--- config.mk ---
export PLATFORM = sky130hd
export DESIGN_NAME = wb_arbiter_4x1_flat
export DESIGN_NICKNAME = d
export VERILOG_FILES = /design/src/rtl/wb_sys_pkg.sv /design/src/rtl/wb_if.sv /design/src/rtl/wb_rr_arb4.sv /design/src/rtl/wb_arbiter_4x1.sv /design/src/flat_wrapper.sv
export SDC_FILE = /design/constraint.sdc
export NUM_CORES = 1
export LEC_CHECK = 0
export BUFFER_PORTS_ARGS = -buffer_cell sky130_fd_sc_hd__buf_2
export CAP_MARGIN = 30
export CORE_AREA = 2 2 214 216
export CTS_BUF_LIST = sky130_fd_sc_hd__clkbuf_4 sky130_fd_sc_hd__clkbuf_8 sky130_fd_sc_hd__clkbuf_16
export CTS_CLUSTER_DIAMETER = 30
export CTS_CLUSTER_SIZE = 24
export DETAILED_ROUTE_END_ITERATION = 7
export DIE_AREA = 0 0 216 218
export HOLD_SLACK_MARGIN = 0.08
export PLACE_DENSITY = 0.34
export SLEW_MARGIN = 15
export SYNTH_ARGS = -nofsm -noshare
export SYNTH_HDL_FRONTEND = slang
export SYNTH_SLANG_ARGS = --single-unit
--- constraint.sdc ---
create_clock -name clk -period 1.92 [get_ports clk]
set_input_delay 0.096 -clock clk [delete_from_list [all_inputs] [get_ports clk]]
set_output_delay 0.096 -clock clk [all_outputs]
set_load 0.005 [all_outputs]
--- src/rtl/wb_sys_pkg.sv ---
// Shared types for the Wishbone 4:1 arbiter: FSM state encoding and master index.
package wb_sys_pkg;

  typedef enum logic [1:0] {
    IDLE = 2'd0,
    BUSY = 2'd1,
    TERR = 2'd2
  } arb_state_t;

  typedef logic [1:0] master_idx_t;

  localparam int          NUM_MASTERS = 4;
  localparam master_idx_t RESET_LAST  = 2'd3;

endpackage

--- src/rtl/wb_if.sv ---
// Wishbone B4 classic/registered-feedback bus bundle with master and slave views.
interface wb_if #(
  parameter int ADDR_WIDTH = 32,
  parameter int DATA_WIDTH = 32
);
  logic [ADDR_WIDTH-1:0]   adr;
  logic [DATA_WIDTH-1:0]   dat_w;
  logic [DATA_WIDTH-1:0]   dat_r;
  logic [DATA_WIDTH/8-1:0] sel;
  logic                    we;
  logic                    cyc;
  logic                    stb;
  logic [2:0]              cti;
  logic [1:0]              bte;
  logic                    ack;
  logic                    err;

  modport master (
    output adr, dat_w, sel, we, cyc, stb, cti, bte,
    input  dat_r, ack, err
  );

  modport slave (
    input  adr, dat_w, sel, we, cyc, stb, cti, bte,
    output dat_r, ack, err
  );
endinterface

--- src/rtl/wb_rr_arb4.sv ---
// Combinational 4-way round-robin pick: first requester after 'last', wrapping.
module wb_rr_arb4
  import wb_sys_pkg::*;
(
  input  logic [3:0]  req,
  input  master_idx_t last,
  output master_idx_t idx,
  output logic        valid
);

  master_idx_t cand;

  // NOTE: every combinational output gets a default first so no path leaves it unassigned (no latch).
  always_comb begin
    idx   = last;
    valid = 1'b0;
    cand  = last;
    // Walk from farthest to nearest so the nearest requester after 'last' overwrites.
    for (int k = NUM_MASTERS; k >= 1; k--) begin
      cand = master_idx_t'(last + master_idx_t'(k));
      if (req[cand]) begin
        idx   = cand;
        valid = 1'b1;
      end
    end
  end

endmodule

--- src/rtl/wb_arbiter_4x1.sv ---
// Four Wishbone masters onto one slave: round-robin grant, burst hold, STB timeout.
module wb_arbiter_4x1
  import wb_sys_pkg::*;
#(
  parameter int WB_ADDR_WIDTH  = 32,
  parameter int WB_DATA_WIDTH  = 32,
  parameter int TIMEOUT_CYCLES = 256
) (
  input logic clk,
  input logic rst,
  wb_if.slave  m0,
  wb_if.slave  m1,
  wb_if.slave  m2,
  wb_if.slave  m3,
  wb_if.master s0
);

  localparam int SEL_WIDTH = WB_DATA_WIDTH / 8;
  localparam int CW        = (TIMEOUT_CYCLES > 0) ? $clog2(TIMEOUT_CYCLES + 1) : 1;
  localparam logic [CW-1:0] THRESH  = CW'(TIMEOUT_CYCLES - 1);
  localparam logic [CW-1:0] CNT_MAX = '1;

  logic [WB_ADDR_WIDTH-1:0] adr_a   [NUM_MASTERS];
  logic [WB_DATA_WIDTH-1:0] dat_w_a [NUM_MASTERS];
  logic [SEL_WIDTH-1:0]     sel_a   [NUM_MASTERS];
  logic [2:0]               cti_a   [NUM_MASTERS];
  logic [1:0]               bte_a   [NUM_MASTERS];
  logic [3:0]               we_a, stb_a, req;

  assign adr_a   = '{m0.adr, m1.adr, m2.adr, m3.adr};
  assign dat_w_a = '{m0.dat_w, m1.dat_w, m2.dat_w, m3.dat_w};
  assign sel_a   = '{m0.sel, m1.sel, m2.sel, m3.sel};
  assign cti_a   = '{m0.cti, m1.cti, m2.cti, m3.cti};
  assign bte_a   = '{m0.bte, m1.bte, m2.bte, m3.bte};
  assign we_a    = {m3.we, m2.we, m1.we, m0.we};
  assign stb_a   = {m3.stb, m2.stb, m1.stb, m0.stb};
  assign req     = {m3.cyc, m2.cyc, m1.cyc, m0.cyc};

  arb_state_t  state_q, state_d;
  master_idx_t grant_q, grant_d;
  master_idx_t last_q, last_d;
  logic [CW-1:0] cnt_q, cnt_d;
  logic        err_first_q, err_first_d;

  master_idx_t rr_idx;
  logic        rr_valid;
  logic        busy, unanswered, timeout_hit;
  logic [3:0]  ack_v, err_v;

  wb_rr_arb4 u_rr (
    .req   (req),
    .last  (last_q),
    .idx   (rr_idx),
    .valid (rr_valid)
  );

  assign busy        = (state_q == BUSY);
  assign unanswered  = busy && stb_a[grant_q] && !s0.ack && !s0.err;
  assign timeout_hit = (TIMEOUT_CYCLES > 0) && unanswered && (cnt_q == THRESH);

  always_comb begin
    state_d     = state_q;
    grant_d     = grant_q;
    last_d      = last_q;
    cnt_d       = '0;
    err_first_d = 1'b0;

    if (unanswered) cnt_d = (cnt_q == CNT_MAX) ? cnt_q : cnt_q + CW'(1);

    case (state_q)
      IDLE: begin
        if (rr_valid) begin
          grant_d = rr_idx;
          state_d = BUSY;
        end
      end
      BUSY: begin
        // Dropped CYC ends the tenancy even if the timeout would fire this cycle.
        if (!req[grant_q]) begin
          last_d  = grant_q;
          state_d = IDLE;
        end else if (timeout_hit) begin
          state_d     = TERR;
          err_first_d = 1'b1;
        end
      end
      TERR: begin
        if (!req[grant_q]) begin
          last_d  = grant_q;
          state_d = IDLE;
        end
      end
      default: state_d = IDLE;
    endcase
  end

  // NOTE: sequential state uses non-blocking assignments so all registers update from pre-edge values.
  always_ff @(posedge clk) begin
    if (rst) begin
      state_q     <= IDLE;
      grant_q     <= '0;
      last_q      <= RESET_LAST;
      cnt_q       <= '0;
      err_first_q <= 1'b0;
    end else begin
      state_q     <= state_d;
      grant_q     <= grant_d;
      last_q      <= last_d;
      cnt_q       <= cnt_d;
      err_first_q <= err_first_d;
    end
  end

  assign s0.adr   = adr_a[grant_q];
  assign s0.dat_w = dat_w_a[grant_q];
  assign s0.sel   = sel_a[grant_q];
  assign s0.cti   = cti_a[grant_q];
  assign s0.bte   = bte_a[grant_q];
  assign s0.we    = we_a[grant_q];
  assign s0.cyc   = busy && req[grant_q];
  assign s0.stb   = busy && stb_a[grant_q];

  always_comb begin
    ack_v = '0;
    err_v = '0;
    ack_v[grant_q] = busy && s0.ack;
    err_v[grant_q] = (busy && s0.err) || ((state_q == TERR) && err_first_q);
  end

  assign m0.ack = ack_v[0];
  assign m1.ack = ack_v[1];
  assign m2.ack = ack_v[2];
  assign m3.ack = ack_v[3];
  assign m0.err = err_v[0];
  assign m1.err = err_v[1];
  assign m2.err = err_v[2];
  assign m3.err = err_v[3];
  assign m0.dat_r = s0.dat_r;
  assign m1.dat_r = s0.dat_r;
  assign m2.dat_r = s0.dat_r;
  assign m3.dat_r = s0.dat_r;

endmodule

--- src/flat_wrapper.sv ---
// flat-port wrapper written by rule: the top's interface ports become plain ports
module wb_arbiter_4x1_flat import wb_sys_pkg::*;
#(
  parameter int WB_ADDR_WIDTH  = 32,
  parameter int WB_DATA_WIDTH  = 32,
  parameter int TIMEOUT_CYCLES = 256
)
  (clk, rst, m0_adr, m0_dat_w, m0_sel, m0_we, m0_cyc, m0_stb, m0_cti, m0_bte, m0_dat_r, m0_ack, m0_err, m1_adr, m1_dat_w, m1_sel, m1_we, m1_cyc, m1_stb, m1_cti, m1_bte, m1_dat_r, m1_ack, m1_err, m2_adr, m2_dat_w, m2_sel, m2_we, m2_cyc, m2_stb, m2_cti, m2_bte, m2_dat_r, m2_ack, m2_err, m3_adr, m3_dat_w, m3_sel, m3_we, m3_cyc, m3_stb, m3_cti, m3_bte, m3_dat_r, m3_ack, m3_err, s0_adr, s0_dat_w, s0_sel, s0_we, s0_cyc, s0_stb, s0_cti, s0_bte, s0_dat_r, s0_ack, s0_err);
  wb_if #(.ADDR_WIDTH(32), .DATA_WIDTH(32)) m0_i ();
  wb_if #(.ADDR_WIDTH(32), .DATA_WIDTH(32)) m1_i ();
  wb_if #(.ADDR_WIDTH(32), .DATA_WIDTH(32)) m2_i ();
  wb_if #(.ADDR_WIDTH(32), .DATA_WIDTH(32)) m3_i ();
  wb_if #(.ADDR_WIDTH(32), .DATA_WIDTH(32)) s0_i ();
  input logic clk;
  input logic rst;
  input wire logic [$bits(m0_i.adr)-1:0] m0_adr;
  input wire logic [$bits(m0_i.dat_w)-1:0] m0_dat_w;
  input wire logic [$bits(m0_i.sel)-1:0] m0_sel;
  input wire logic [$bits(m0_i.we)-1:0] m0_we;
  input wire logic [$bits(m0_i.cyc)-1:0] m0_cyc;
  input wire logic [$bits(m0_i.stb)-1:0] m0_stb;
  input wire logic [$bits(m0_i.cti)-1:0] m0_cti;
  input wire logic [$bits(m0_i.bte)-1:0] m0_bte;
  output wire logic [$bits(m0_i.dat_r)-1:0] m0_dat_r;
  output wire logic [$bits(m0_i.ack)-1:0] m0_ack;
  output wire logic [$bits(m0_i.err)-1:0] m0_err;
  input wire logic [$bits(m1_i.adr)-1:0] m1_adr;
  input wire logic [$bits(m1_i.dat_w)-1:0] m1_dat_w;
  input wire logic [$bits(m1_i.sel)-1:0] m1_sel;
  input wire logic [$bits(m1_i.we)-1:0] m1_we;
  input wire logic [$bits(m1_i.cyc)-1:0] m1_cyc;
  input wire logic [$bits(m1_i.stb)-1:0] m1_stb;
  input wire logic [$bits(m1_i.cti)-1:0] m1_cti;
  input wire logic [$bits(m1_i.bte)-1:0] m1_bte;
  output wire logic [$bits(m1_i.dat_r)-1:0] m1_dat_r;
  output wire logic [$bits(m1_i.ack)-1:0] m1_ack;
  output wire logic [$bits(m1_i.err)-1:0] m1_err;
  input wire logic [$bits(m2_i.adr)-1:0] m2_adr;
  input wire logic [$bits(m2_i.dat_w)-1:0] m2_dat_w;
  input wire logic [$bits(m2_i.sel)-1:0] m2_sel;
  input wire logic [$bits(m2_i.we)-1:0] m2_we;
  input wire logic [$bits(m2_i.cyc)-1:0] m2_cyc;
  input wire logic [$bits(m2_i.stb)-1:0] m2_stb;
  input wire logic [$bits(m2_i.cti)-1:0] m2_cti;
  input wire logic [$bits(m2_i.bte)-1:0] m2_bte;
  output wire logic [$bits(m2_i.dat_r)-1:0] m2_dat_r;
  output wire logic [$bits(m2_i.ack)-1:0] m2_ack;
  output wire logic [$bits(m2_i.err)-1:0] m2_err;
  input wire logic [$bits(m3_i.adr)-1:0] m3_adr;
  input wire logic [$bits(m3_i.dat_w)-1:0] m3_dat_w;
  input wire logic [$bits(m3_i.sel)-1:0] m3_sel;
  input wire logic [$bits(m3_i.we)-1:0] m3_we;
  input wire logic [$bits(m3_i.cyc)-1:0] m3_cyc;
  input wire logic [$bits(m3_i.stb)-1:0] m3_stb;
  input wire logic [$bits(m3_i.cti)-1:0] m3_cti;
  input wire logic [$bits(m3_i.bte)-1:0] m3_bte;
  output wire logic [$bits(m3_i.dat_r)-1:0] m3_dat_r;
  output wire logic [$bits(m3_i.ack)-1:0] m3_ack;
  output wire logic [$bits(m3_i.err)-1:0] m3_err;
  output wire logic [$bits(s0_i.adr)-1:0] s0_adr;
  output wire logic [$bits(s0_i.dat_w)-1:0] s0_dat_w;
  output wire logic [$bits(s0_i.sel)-1:0] s0_sel;
  output wire logic [$bits(s0_i.we)-1:0] s0_we;
  output wire logic [$bits(s0_i.cyc)-1:0] s0_cyc;
  output wire logic [$bits(s0_i.stb)-1:0] s0_stb;
  output wire logic [$bits(s0_i.cti)-1:0] s0_cti;
  output wire logic [$bits(s0_i.bte)-1:0] s0_bte;
  input wire logic [$bits(s0_i.dat_r)-1:0] s0_dat_r;
  input wire logic [$bits(s0_i.ack)-1:0] s0_ack;
  input wire logic [$bits(s0_i.err)-1:0] s0_err;
  assign m0_i.adr = m0_adr;
  assign m0_i.dat_w = m0_dat_w;
  assign m0_i.sel = m0_sel;
  assign m0_i.we = m0_we;
  assign m0_i.cyc = m0_cyc;
  assign m0_i.stb = m0_stb;
  assign m0_i.cti = m0_cti;
  assign m0_i.bte = m0_bte;
  assign m0_dat_r = m0_i.dat_r;
  assign m0_ack = m0_i.ack;
  assign m0_err = m0_i.err;
  assign m1_i.adr = m1_adr;
  assign m1_i.dat_w = m1_dat_w;
  assign m1_i.sel = m1_sel;
  assign m1_i.we = m1_we;
  assign m1_i.cyc = m1_cyc;
  assign m1_i.stb = m1_stb;
  assign m1_i.cti = m1_cti;
  assign m1_i.bte = m1_bte;
  assign m1_dat_r = m1_i.dat_r;
  assign m1_ack = m1_i.ack;
  assign m1_err = m1_i.err;
  assign m2_i.adr = m2_adr;
  assign m2_i.dat_w = m2_dat_w;
  assign m2_i.sel = m2_sel;
  assign m2_i.we = m2_we;
  assign m2_i.cyc = m2_cyc;
  assign m2_i.stb = m2_stb;
  assign m2_i.cti = m2_cti;
  assign m2_i.bte = m2_bte;
  assign m2_dat_r = m2_i.dat_r;
  assign m2_ack = m2_i.ack;
  assign m2_err = m2_i.err;
  assign m3_i.adr = m3_adr;
  assign m3_i.dat_w = m3_dat_w;
  assign m3_i.sel = m3_sel;
  assign m3_i.we = m3_we;
  assign m3_i.cyc = m3_cyc;
  assign m3_i.stb = m3_stb;
  assign m3_i.cti = m3_cti;
  assign m3_i.bte = m3_bte;
  assign m3_dat_r = m3_i.dat_r;
  assign m3_ack = m3_i.ack;
  assign m3_err = m3_i.err;
  assign s0_adr = s0_i.adr;
  assign s0_dat_w = s0_i.dat_w;
  assign s0_sel = s0_i.sel;
  assign s0_we = s0_i.we;
  assign s0_cyc = s0_i.cyc;
  assign s0_stb = s0_i.stb;
  assign s0_cti = s0_i.cti;
  assign s0_bte = s0_i.bte;
  assign s0_i.dat_r = s0_dat_r;
  assign s0_i.ack = s0_ack;
  assign s0_i.err = s0_err;
  wb_arbiter_4x1 #(.WB_ADDR_WIDTH(WB_ADDR_WIDTH), .WB_DATA_WIDTH(WB_DATA_WIDTH), .TIMEOUT_CYCLES(TIMEOUT_CYCLES)) u_core (.clk(clk), .rst(rst), .m0(m0_i), .m1(m1_i), .m2(m2_i), .m3(m3_i), .s0(s0_i));
endmodule
==> results.cfg <==
[status]
status = finished clean

[synth]
synth_nets = 679
ys_ff_latch = 16
synth-xor-area-share_pct = 1.69
syn-cell-area_mm2 = 0.00363
yosys_warnings = 0
syn_area_per_cell_um2 = 10.9
ys_types = 34
synth-compound-area-share_pct = 3.55
yosysSeqAreaShare_pct = 8.82
syn_inst = 333
synth_adder_area_share_pct = 2.07
synthSimpleGateAreaFrac_pct = 6.54
synth_top_family_by_area = multiplexers
muxShareOfSynthArea_pct = 47.9

[setup_path]
cp_slowest_cell = mux4_2
worst_setup_path_end_kind = primary output
cpPeakStageDelay_ps = 560
crit_chain = bufbuf_16 > mux4_2 > buf_2
cp-start-kind = register
cp.arrival_ps = 1770
path_class = reg2out
worstPathMaxFanout = 20
required_ps = 1820

[global_route]
grt_pass1_vias = 3904
grt_max_degree = 53
grt_pass1_wl_um = 29700
gr-usage-all-layers_pct = 8.83
antenna_found_initial = 13
overflow = 0

[clock_network]
htree_levels = 1
cts_tree = done
cts_buffers = 3
clk_pin_slew_ps = 50
root_buffer = clkbuf_16
clk_latency_ps = 250
cts.sinks = 16
clk_path_buf_depth = 2

[final_layout]
area_delta_synth_final_pct = 54.0
fillCellCount = 5169
ff_latch_area_um2 = 328
layout_common_cells = buf_2, mux4_2, nor2_1
nets = 940
multiInputGateArea_mm2 = 0.00224
drive_gt1_share_pct = 82.0
layout_commonest_cell = buf_2

[detailed_routing]
ant_nets = 0
drt_iter0_markers = 175
finalWirelength_um = 22900
route.detailed.drc = 0
wl_per_cell_um = 19.1
vias = 3841
routed_via_density = 3.21
first_pass_iters = 4
routed.top_layer = met5
dr_wl_met3_um = 2400
met1_length_um = 8740
wl_met2_um = 11300

[floorplanning]
die_w_um = 216
fp-row-count = 78
dieArea_mm2 = 0.0471
core_area_mm2 = 0.0449
initial_core_util_pct = 8.09
die_h_um = 218
io_pins = 552

[sta]
fin_crit_ps = 1860
worst_slew_pin_slew_ps = 419
setup_viol = 0
rsz0062_at_grt = yes
clock-skew-final_ps = 2.43
finalHoldViolCount = 0
slew_headroom_pct = 71.8
drv_slew = 0
fin_crit_sh_pct = 97.1
fmax_mhz = 536
setup_ws_ps = 55.4

[power]
clockPowerShare_pct = 15.0
internal_power_uw = 1870
pwr-share-seq_pct = 13.1
power_leakage_uw = 0.00246
ir_drop_mv = 0.286
powerDensity_mw_per_mm2 = 545
switching_share_pct = 38.8
switching_power_uw = 1180
total_power_uw = 3050
pwr-share-comb_pct = 71.9

[placement]
io_buffer_count = 391
place_ws_ps = 215
place_congestion = 0.800
hpwl_um = 20100

[job]
drv_cap = 0

[worst_hold_path]
min_path_type = in2reg
[kinds of logic after synthesis]
logic type      Yosys count
xor+xnor                  7
compound gates           17
mux                      80
simple gates             53
flops                    16
fa+ha+maj                 6
buf+inv                 154
[routing by layer]
layer	vias to the layer above	track usage, %
li1	1651	-
met1	1849	10.3
met2	302	15.4
met3	31	3.35
met4	8	1.78
met5	-	0
[state kept, by name, indices dropped and copies added (netlist names)]
| signal | cells |
|---|---|
| u_core.state_q | 2 |
| u_core.grant_q | 2 |
| u_core.cnt_q | 9 |
| u_core.err_first_q | 1 |
| u_core.last_q | 2 |
[power groups by stage]
stage / clock [µW] / combinational [µW] / sequential, µW
after floorplan: 0 / 1280 / 369
after global routing: 482 / 2370 / 408
final: 456 / 2190 / 400
after detailed placement: 0 / 2170 / 401
after CTS: 467 / 2240 / 401
after global placement: 0 / 2170 / 400
[metrics by stage]
step                      setup TNS, ps  hold WS (ps)  utilization (%)  area, µm²  instances
after global placement                0           192             12.0       5400       1185
after global routing              -19.7           138             12.5       5600       1197
after floorplan                       0           165                -       3630        333
after detailed placement              0           192             12.0       5400       1185
final                                 0           121             12.5       5600       1197
after CTS                             0           121             12.3       5530       1190
[final timing paths]
path | start | to | slack (ps) | depth (start not counted)
setup / recovery | u_core.grant_q[0]$_SDFFE_PP0P_ | s0_adr[23] | 60 | 3
hold / removal | rst | u_core.grant_q[1]$_SDFFE_PP0P_ | 120 | 2
setup reg to reg | u_core.grant_q[0]$_SDFFE_PP0P_ | u_core.state_q[0]$_SDFFE_PP0P_ | 180 | 4
hold reg to reg | u_core.state_q[0]$_SDFFE_PP0P_ | u_core.state_q[0]$_SDFFE_PP0P_ | 500 | 2
[final cells by class]
type / instances / share of cell area, %
sequential: 16 / 5.86
tap: 600 / 13.4
multi-input combinational: 163 / 40.1
clock buffer: 4 / 1.59
timing repair buffer: 403 / 38.4
inverter: 7 / 0.470
antenna: 4 / 0.179
[repair_timing]
item                       in CTS  in global routing
gates cloned                    1                  1
resized for setup               1                  3
setup buffers                   0                  2
hold buffers                    0                  0
setup endpoints to repair      16                 21
pin swaps                       0                  1
[Yosys cell counts]
cell | number | share of area, %
xor2_1 | 6 | 1.4
mux4_2 | 75 | 47
o21ai_0 | 1 | 0.14
a21oi_1 | 4 | 0.55
nand2_1 | 11 | 1.1
a221oi_1 | 1 | 0.24
nor3_1 | 2 | 0.28
nor2b_1 | 2 | 0.34
a22oi_2 | 1 | 0.34
a21boi_1 | 1 | 0.21
dfxtp_1 | 16 | 8.8
o22ai_2 | 1 | 0.34
buf_1 | 8 | 0.83
a2bb2oi_1 | 1 | 0.24
ha_1 | 6 | 2.1
buf_4 | 128 | 26
a211o_1 | 2 | 0.48
nand2b_1 | 6 | 1.0
clkbuf_1 | 2 | 0.21
and3_1 | 1 | 0.17
xnor2_1 | 1 | 0.24
nand3_1 | 4 | 0.55
nor4_1 | 1 | 0.17
a31oi_1 | 1 | 0.17
o311ai_0 | 1 | 0.24
buf_2 | 9 | 1.2
mux2i_1 | 5 | 1.4
a22oi_1 | 1 | 0.21
a211oi_1 | 1 | 0.21
nor2_1 | 24 | 2.5
nand4_1 | 1 | 0.17
inv_1 | 7 | 0.72
o22ai_1 | 1 | 0.17
nand3b_1 | 1 | 0.21
[worst max-delay path: cells and delay by family (launching register included)]
family / cells / cell delay (ps)
buffers and inverters: 2 / 530
multiplexers: 1 / 560
flip-flops: 1 / 430
Power figures use the tool's default switching activity.
